===== config.mk =====
export PLATFORM = sky130hd
export DESIGN_NAME = ov7670_sccb_writer
export DESIGN_NICKNAME = d
export VERILOG_FILES = /design/src/rtl/ov7670_pkg.sv /design/src/rtl/sccb_tick_gen.sv /design/src/rtl/ov7670_sccb_writer.sv
export SDC_FILE = /design/constraint.sdc
export NUM_CORES = 1
export LEC_CHECK = 0
export BUFFER_PORTS_ARGS = -buffer_cell sky130_fd_sc_hd__buf_2
export CAP_MARGIN = 20
export CELL_PAD_IN_SITES_DETAIL_PLACEMENT = 2
export CELL_PAD_IN_SITES_GLOBAL_PLACEMENT = 2
export CORE_MARGIN = 2
export CORE_UTILIZATION = 39
export CTS_BUF_LIST = sky130_fd_sc_hd__clkbuf_8
export CTS_CLUSTER_SIZE = 24
export DETAILED_ROUTE_END_ITERATION = 7
export PLACE_DENSITY_LB_ADDON = 0.1
export SYNTH_ARGS = -nofsm -noshare
export SYNTH_HDL_FRONTEND = slang
export SYNTH_SLANG_ARGS = --single-unit

===== constraint.sdc =====
create_clock -name clk -period 2.75 [get_ports clk]
set_input_delay 0.6875 -clock clk [delete_from_list [all_inputs] [get_ports clk]]
set_output_delay 0.6875 -clock clk [all_outputs]
set_load 0.02 [all_outputs]

===== src/rtl/ov7670_pkg.sv =====
// Shared FSM encoding and command constants for the OV7670 SCCB configuration path.
package ov7670_pkg;

   typedef logic [2:0] state_t;

   localparam state_t StIdle   = 3'd0;
   localparam state_t StSettle = 3'd1;
   localparam state_t StStart  = 3'd2;
   localparam state_t StBit    = 3'd3;
   localparam state_t StStop   = 3'd4;
   localparam state_t StAdv    = 3'd5;
   localparam state_t StDelay  = 3'd6;
   localparam state_t StDone   = 3'd7;

   localparam int unsigned SCCB_BITS = 27;
   localparam logic [15:0] CMD_DELAY = 16'hFFF0;
   localparam logic [15:0] CMD_END   = 16'hFFFF;

   // Bit index counts 26..0; every ninth bit is the don't-care ack slot.
   function automatic logic is_ack_bit(input logic [4:0] idx);
      return (idx == 5'd18) || (idx == 5'd9) || (idx == 5'd0);
   endfunction

endpackage


===== src/rtl/sccb_tick_gen.sv =====
// Quarter-bit divider for SCCB: one-cycle tick every DIV clocks while enabled.
module sccb_tick_gen #(
   parameter int unsigned DIV = 250
) (
   input  logic clk,
   input  logic rst_n,
   input  logic enable,
   output logic tick
);

   localparam int unsigned CW = (DIV > 1) ? $clog2(DIV) : 1;
   localparam logic [CW-1:0] CntMax = CW'(DIV - 1);

   if (DIV < 2) begin : g_div_check
      $error("sccb_tick_gen: quarter-bit divider must be at least 2");
   end

   logic [CW-1:0] cnt_q;

   // Counter is held at zero while disabled so every phase starts on a full quarter.
   always_ff @(posedge clk or negedge rst_n) begin
      if (!rst_n) begin
         cnt_q <= '0;
      end else if (!enable || cnt_q == CntMax) begin
         cnt_q <= '0;
      end else begin
         cnt_q <= cnt_q + 1'b1;
      end
   end

   assign tick = enable && (cnt_q == CntMax);

endmodule


===== src/rtl/ov7670_sccb_writer.sv =====
// Serialises OV7670 register-table entries as 3-phase SCCB writes.
// Optional delay-marker support is enabled by defining OV7670_SCCB_DELAY_EN.
module ov7670_sccb_writer
   import ov7670_pkg::*;
#(
   parameter int unsigned CLK_FREQ_HZ  = 100_000_000,
   parameter int unsigned SCCB_FREQ_HZ = 100_000,
   parameter logic [7:0]  DEV_ID       = 8'h42,
   parameter int unsigned DELAY_MS     = 10
) (
   input  logic        clk,
   input  logic        rst_n,
   input  logic [15:0] command,
   input  logic        finished,
   output logic        advance,
   output logic        sioc,
   output logic        siod_oe,
   output logic        busy,
   output logic        done,
   output logic [7:0]  nack_cnt,
   input  logic        siod_i
);

   localparam int unsigned QDIV = CLK_FREQ_HZ / (4 * SCCB_FREQ_HZ);
   localparam longint unsigned DelayCycles = 64'(DELAY_MS) * 64'(CLK_FREQ_HZ) / 64'd1000;

   if (DelayCycles >= 64'h1_0000_0000) begin : g_delay_check
      $error("ov7670_sccb_writer: delay length must fit a 32-bit cycle count");
   end

   state_t               state_q, state_d;
   logic [1:0]           qtr_q, qtr_d;
   logic [4:0]           bit_idx_q, bit_idx_d;
   logic [SCCB_BITS-1:0] shift_q, shift_d;
   logic [15:0]          cmd_q, cmd_d;
   logic                 settle_q, settle_d;
   logic [7:0]           nack_q, nack_d;
   logic                 sioc_q, sioc_d;
   logic                 siod_oe_q, siod_oe_d;
   logic                 tick, tick_en;

   assign tick_en = !(state_q inside {StIdle, StSettle, StDone});

   sccb_tick_gen #(
      .DIV (QDIV)
   ) u_tick_gen (
      .clk    (clk),
      .rst_n  (rst_n),
      .enable (tick_en),
      .tick   (tick)
   );

`ifdef OV7670_SCCB_DELAY_EN
   localparam int unsigned DW = (DelayCycles > 1) ? $clog2(DelayCycles) : 1;
   logic [DW-1:0] dly_q, dly_d;
`endif

   always_comb begin
      state_d   = state_q;
      qtr_d     = qtr_q;
      bit_idx_d = bit_idx_q;
      shift_d   = shift_q;
      cmd_d     = cmd_q;
      settle_d  = 1'b0;
      nack_d    = nack_q;
`ifdef OV7670_SCCB_DELAY_EN
      dly_d     = '0;
`endif
      unique case (state_q)
         StIdle: state_d = StSettle;
         StSettle: begin
            // Second SETTLE cycle: table output has caught up with the address.
            settle_d = !settle_q;
            if (settle_q) begin
               cmd_d = command;
               if (finished) begin
                  state_d = StDone;
`ifdef OV7670_SCCB_DELAY_EN
               end else if (command == CMD_DELAY) begin
                  state_d = StDelay;
`endif
               end else begin
                  state_d = StStart;
               end
            end
         end
         StStart: begin
            shift_d   = {DEV_ID, 1'b1, cmd_q[15:8], 1'b1, cmd_q[7:0], 1'b1};
            bit_idx_d = 5'(SCCB_BITS - 1);
            if (tick) begin
               qtr_d = qtr_q + 2'd1;
               if (qtr_q == 2'd3) state_d = StBit;
            end
         end
         StBit: begin
            if (tick) begin
               qtr_d = qtr_q + 2'd1;
               if (qtr_q == 2'd2 && is_ack_bit(bit_idx_q) && siod_i && nack_q != 8'hFF) begin
                  nack_d = nack_q + 8'd1;
               end
               if (qtr_q == 2'd3) begin
                  shift_d = {shift_q[SCCB_BITS-2:0], 1'b0};
                  if (bit_idx_q == 5'd0) state_d = StStop;
                  else bit_idx_d = bit_idx_q - 5'd1;
               end
            end
         end
         StStop: begin
            if (tick) begin
               qtr_d = qtr_q + 2'd1;
               if (qtr_q == 2'd3) state_d = StAdv;
            end
         end
         StAdv: state_d = StSettle;
`ifdef OV7670_SCCB_DELAY_EN
         StDelay: begin
            dly_d = dly_q + 1'b1;
            if (dly_q == DW'(DelayCycles - 1)) begin
               dly_d   = '0;
               state_d = StAdv;
            end
         end
`endif
         StDone: state_d = StDone;
         default: state_d = StIdle;
      endcase
   end

   // Bus levels decoded from the current phase; registered so SIOC/SIOD never glitch.
   always_comb begin
      sioc_d    = 1'b1;
      siod_oe_d = 1'b0;
      unique case (state_q)
         StStart: begin
            sioc_d    = (qtr_q != 2'd3);
            siod_oe_d = qtr_q[1];
         end
         StBit: begin
            sioc_d    = (qtr_q == 2'd1) || (qtr_q == 2'd2);
            siod_oe_d = !shift_q[SCCB_BITS-1];
         end
         StStop: begin
            sioc_d    = (qtr_q != 2'd0);
            siod_oe_d = !qtr_q[1];
         end
         default: ;
      endcase
   end

   always_ff @(posedge clk or negedge rst_n) begin
      if (!rst_n) begin
         state_q   <= StIdle;
         qtr_q     <= 2'd0;
         bit_idx_q <= 5'd0;
         shift_q   <= '0;
         cmd_q     <= 16'h0000;
         settle_q  <= 1'b0;
         nack_q    <= 8'd0;
         sioc_q    <= 1'b1;
         siod_oe_q <= 1'b0;
      end else begin
         state_q   <= state_d;
         qtr_q     <= qtr_d;
         bit_idx_q <= bit_idx_d;
         shift_q   <= shift_d;
         cmd_q     <= cmd_d;
         settle_q  <= settle_d;
         nack_q    <= nack_d;
         sioc_q    <= sioc_d;
         siod_oe_q <= siod_oe_d;
      end
   end

`ifdef OV7670_SCCB_DELAY_EN
   always_ff @(posedge clk or negedge rst_n) begin
      if (!rst_n) dly_q <= '0;
      else        dly_q <= dly_d;
   end
`endif

   assign advance  = (state_q == StAdv);
   assign busy     = !(state_q inside {StIdle, StDone});
   assign done     = (state_q == StDone);
   assign nack_cnt = nack_q;
   assign sioc     = sioc_q;
   assign siod_oe  = siod_oe_q;

endmodule


==> flow_metrics.tcl <==
set metrics [dict create \
    critPathCaptureType "primary output" \
    maxCapViolations 0 \
    cpLargestDelayFamily "flip-flops" \
    fmax_ghz 0.404 \
    worst_pin_slew_ns 0.728 \
    p_switching_w 0.00108 \
    relSlewSlack 0.514 \
    synth.net_count 349 \
    p_comb_frac 0.240 \
    die_height_um 95.5 \
    ys_seq_area_frac 0.553 \
    layout_commonest_cell "dfrtp_1" \
    antenna_left 0 \
    avgSynthCellArea_um2 10.2 \
    hold_violations 0 \
    cp-start-kind "flip-flop" \
    num_rows 33 \
    internal_power_w 0.00218 \
    clock-root-buffer "clkbuf_8" \
    cts_hold_buffers 0 \
    numCtsBuffers 9 \
    cp_num_buf_inv 2 \
    grt_pass1_vias 2510 \
    setup_viol 0 \
    timing.final.crit_share 0.900 \
    slowest_stage "dfrtp_1" \
    ctsResizeCount 0 \
    grt_setup_unrepaired "no" \
    syn-cell-area_um2 3260 \
    area_growth_pct 16.6 \
    cts_tree "yes" \
    outcome "completed" \
    p_leak_nw 1.73 \
    grt_max_degree 54 \
    post_cts_buffers 0 \
    start_util 0.399 \
    synth_edf_count 0 \
    hold_class "in2async" \
    coreArea_um2 8180 \
    drc 0 \
    gp_congestion 0.724 \
    fill_cells 910 \
    clock_latency_ns 0.34 \
    htreeDepth 3 \
    hold_ws_ns 0.301 \
    drive_above_1_share 0.218 \
    drtIter0Drc 94 \
    grtUsageTotal 0.177 \
    seqPwrFrac 0.474 \
    nNetsFinal 386 \
    synth_ff_type "dfrtp_1" \
    antenna_found_initial 0 \
    multiInputGateArea_um2 1350 \
    grt-ovfl-total 0 \
    clkTransAtPathRegs_ns 0.08 \
    cts_buffer_depth 2 \
    drtPass1Iterations 4 \
    wire_per_inst_um 16.0 \
    cts.sink_count 72 \
    ys_warn_count 0 \
    routed_wirelength_um 7480 \
    seq_area_um2 1800 \
    period_minus_slack_ns 2.47 \
    die_w_um 95.5 \
    cp_cell_sequence "clkinv_1 > nor3_1 > a21oi_1 > buf_2" \
    async_flop_share 1.00 \
    rrSetupSlack_ns 0.59 \
    ir_drop_v 0.000328 \
    power_frac_clock 0.286 \
    num_vias 2431 \
    crit_arrival_ns 1.79 \
    mostFrequentLayoutCells "dfrtp_1 (71), nand2_1 (44), nor2_1 (40)" \
    tns_ns 0 \
    io_buffers 32 \
    dieArea_um2 9110 \
    max_stage_delay_ns 0.69 \
    grt_pass1_wl_um 12300 \
    p_sw_frac 0.330 \
    diodes 0 \
    critical_path_required_ns 2.06 \
    fin_util 0.466 \
    powerDensity_nw_per_um2 855 \
    vias_per_cell 5.21 \
    critical_path_class "reg2out" \
    synthCells 320 \
    fin_skew_ns 0.00958 \
    maxSlewViolCount 0 \
    synth_cell_type_count 42 \
    io_pins 33 \
    cp_max_fo 15 \
    hpwl_um 5110 \
    synth-seq-cells 72 \
]
## cells in the mapped netlist, types with 6 or more instances
cell type	n	area, um^2
nand2_1	44	165
xor2_1	7	61.3
mux2_2	17	191
dfrtp_1	71	1780
a21oi_1	10	50.1
nand3_1	13	65.1
ha_1	9	113
nor3_1	6	30.0
o21ai_0	11	55.1
xnor2_1	7	61.3
nor2_1	40	150
inv_1	16	60.1
clkbuf_1	10	37.5
a31oi_1	18	113
## metrics by stage
stage          setup slack, ns  cell area, um^2  instances  total power, W
3_5_place_dp             0.555             3590        451         0.00237
6_report                 0.275             3810        467         0.00325
5_1_grt                 0.0891             3810        467         0.00350
2_1_floorplan            0.614             3260        320         0.00209
4_1_cts                  0.222             3810        467         0.00332
3_3_place_gp             0.674             3590        451         0.00231
## worst paths after layout
| check | cells past startpoint | startpoint | to |
|---|---|---|---|
| max | 4 | state_q[0] | busy |
| min | 1 | rst_n | nack_cnt[0] |
| max reg2reg | 7 | bit_idx_q[0] | bit_idx_q[3] |
| min reg2reg | 1 | settle_q | settle_q |
| max in group asynchronous | 2 | rst_n | shift_q[1] |
| min in group clk | 1 | settle_q | settle_q |
## metal layers
metal  up-vias  global-route usage  wire length (um)
li1       1170                   -                 -
met1      1228               0.238              3490
met2        23               0.282              3700
met3        10              0.0403               164
met4         0              0.0619               114
met5         -                   0                 0
## area by class of cell
cell class                      instances  area share
Tap cell                              105      0.0345
Clock inverter                          7      0.0250
Inverter                               17      0.0168
Timing Repair Buffer                   39      0.0625
Clock buffer                            9      0.0325
Multi-Input combinational cell        218       0.355
Sequential cell                        72       0.474
## logic make-up after synthesis
family	share of synthesized area
buf+inv	0.0357
simple gates	0.171
flops	0.553
xor+xnor	0.0376
fa+ha+maj	0.0376
compound gates	0.101
mux	0.0648
## sequential cells by signal, summed over array words and instances (netlist names), 2 cells and up
| register | cells |
|---|---|
| nack_cnt | 8 |
| qtr_q | 2 |
| u_tick_gen.cnt_q | 8 |
| cmd_q | 16 |
| bit_idx_q | 5 |
| state_q | 3 |
| shift_q | 27 |
## power groups by stage
stage / clock network [W] / logic [W] / registers (W)
6_report: 0.000930 / 0.000780 / 0.00154
2_1_floorplan: 0 / 0.000574 / 0.00152
4_1_cts: 0.000965 / 0.000806 / 0.00155
3_3_place_gp: 0 / 0.000762 / 0.00155
3_5_place_dp: 0 / 0.000801 / 0.00157
5_1_grt: 0.00101 / 0.000901 / 0.00159
Power figures use the tool's default switching activity.
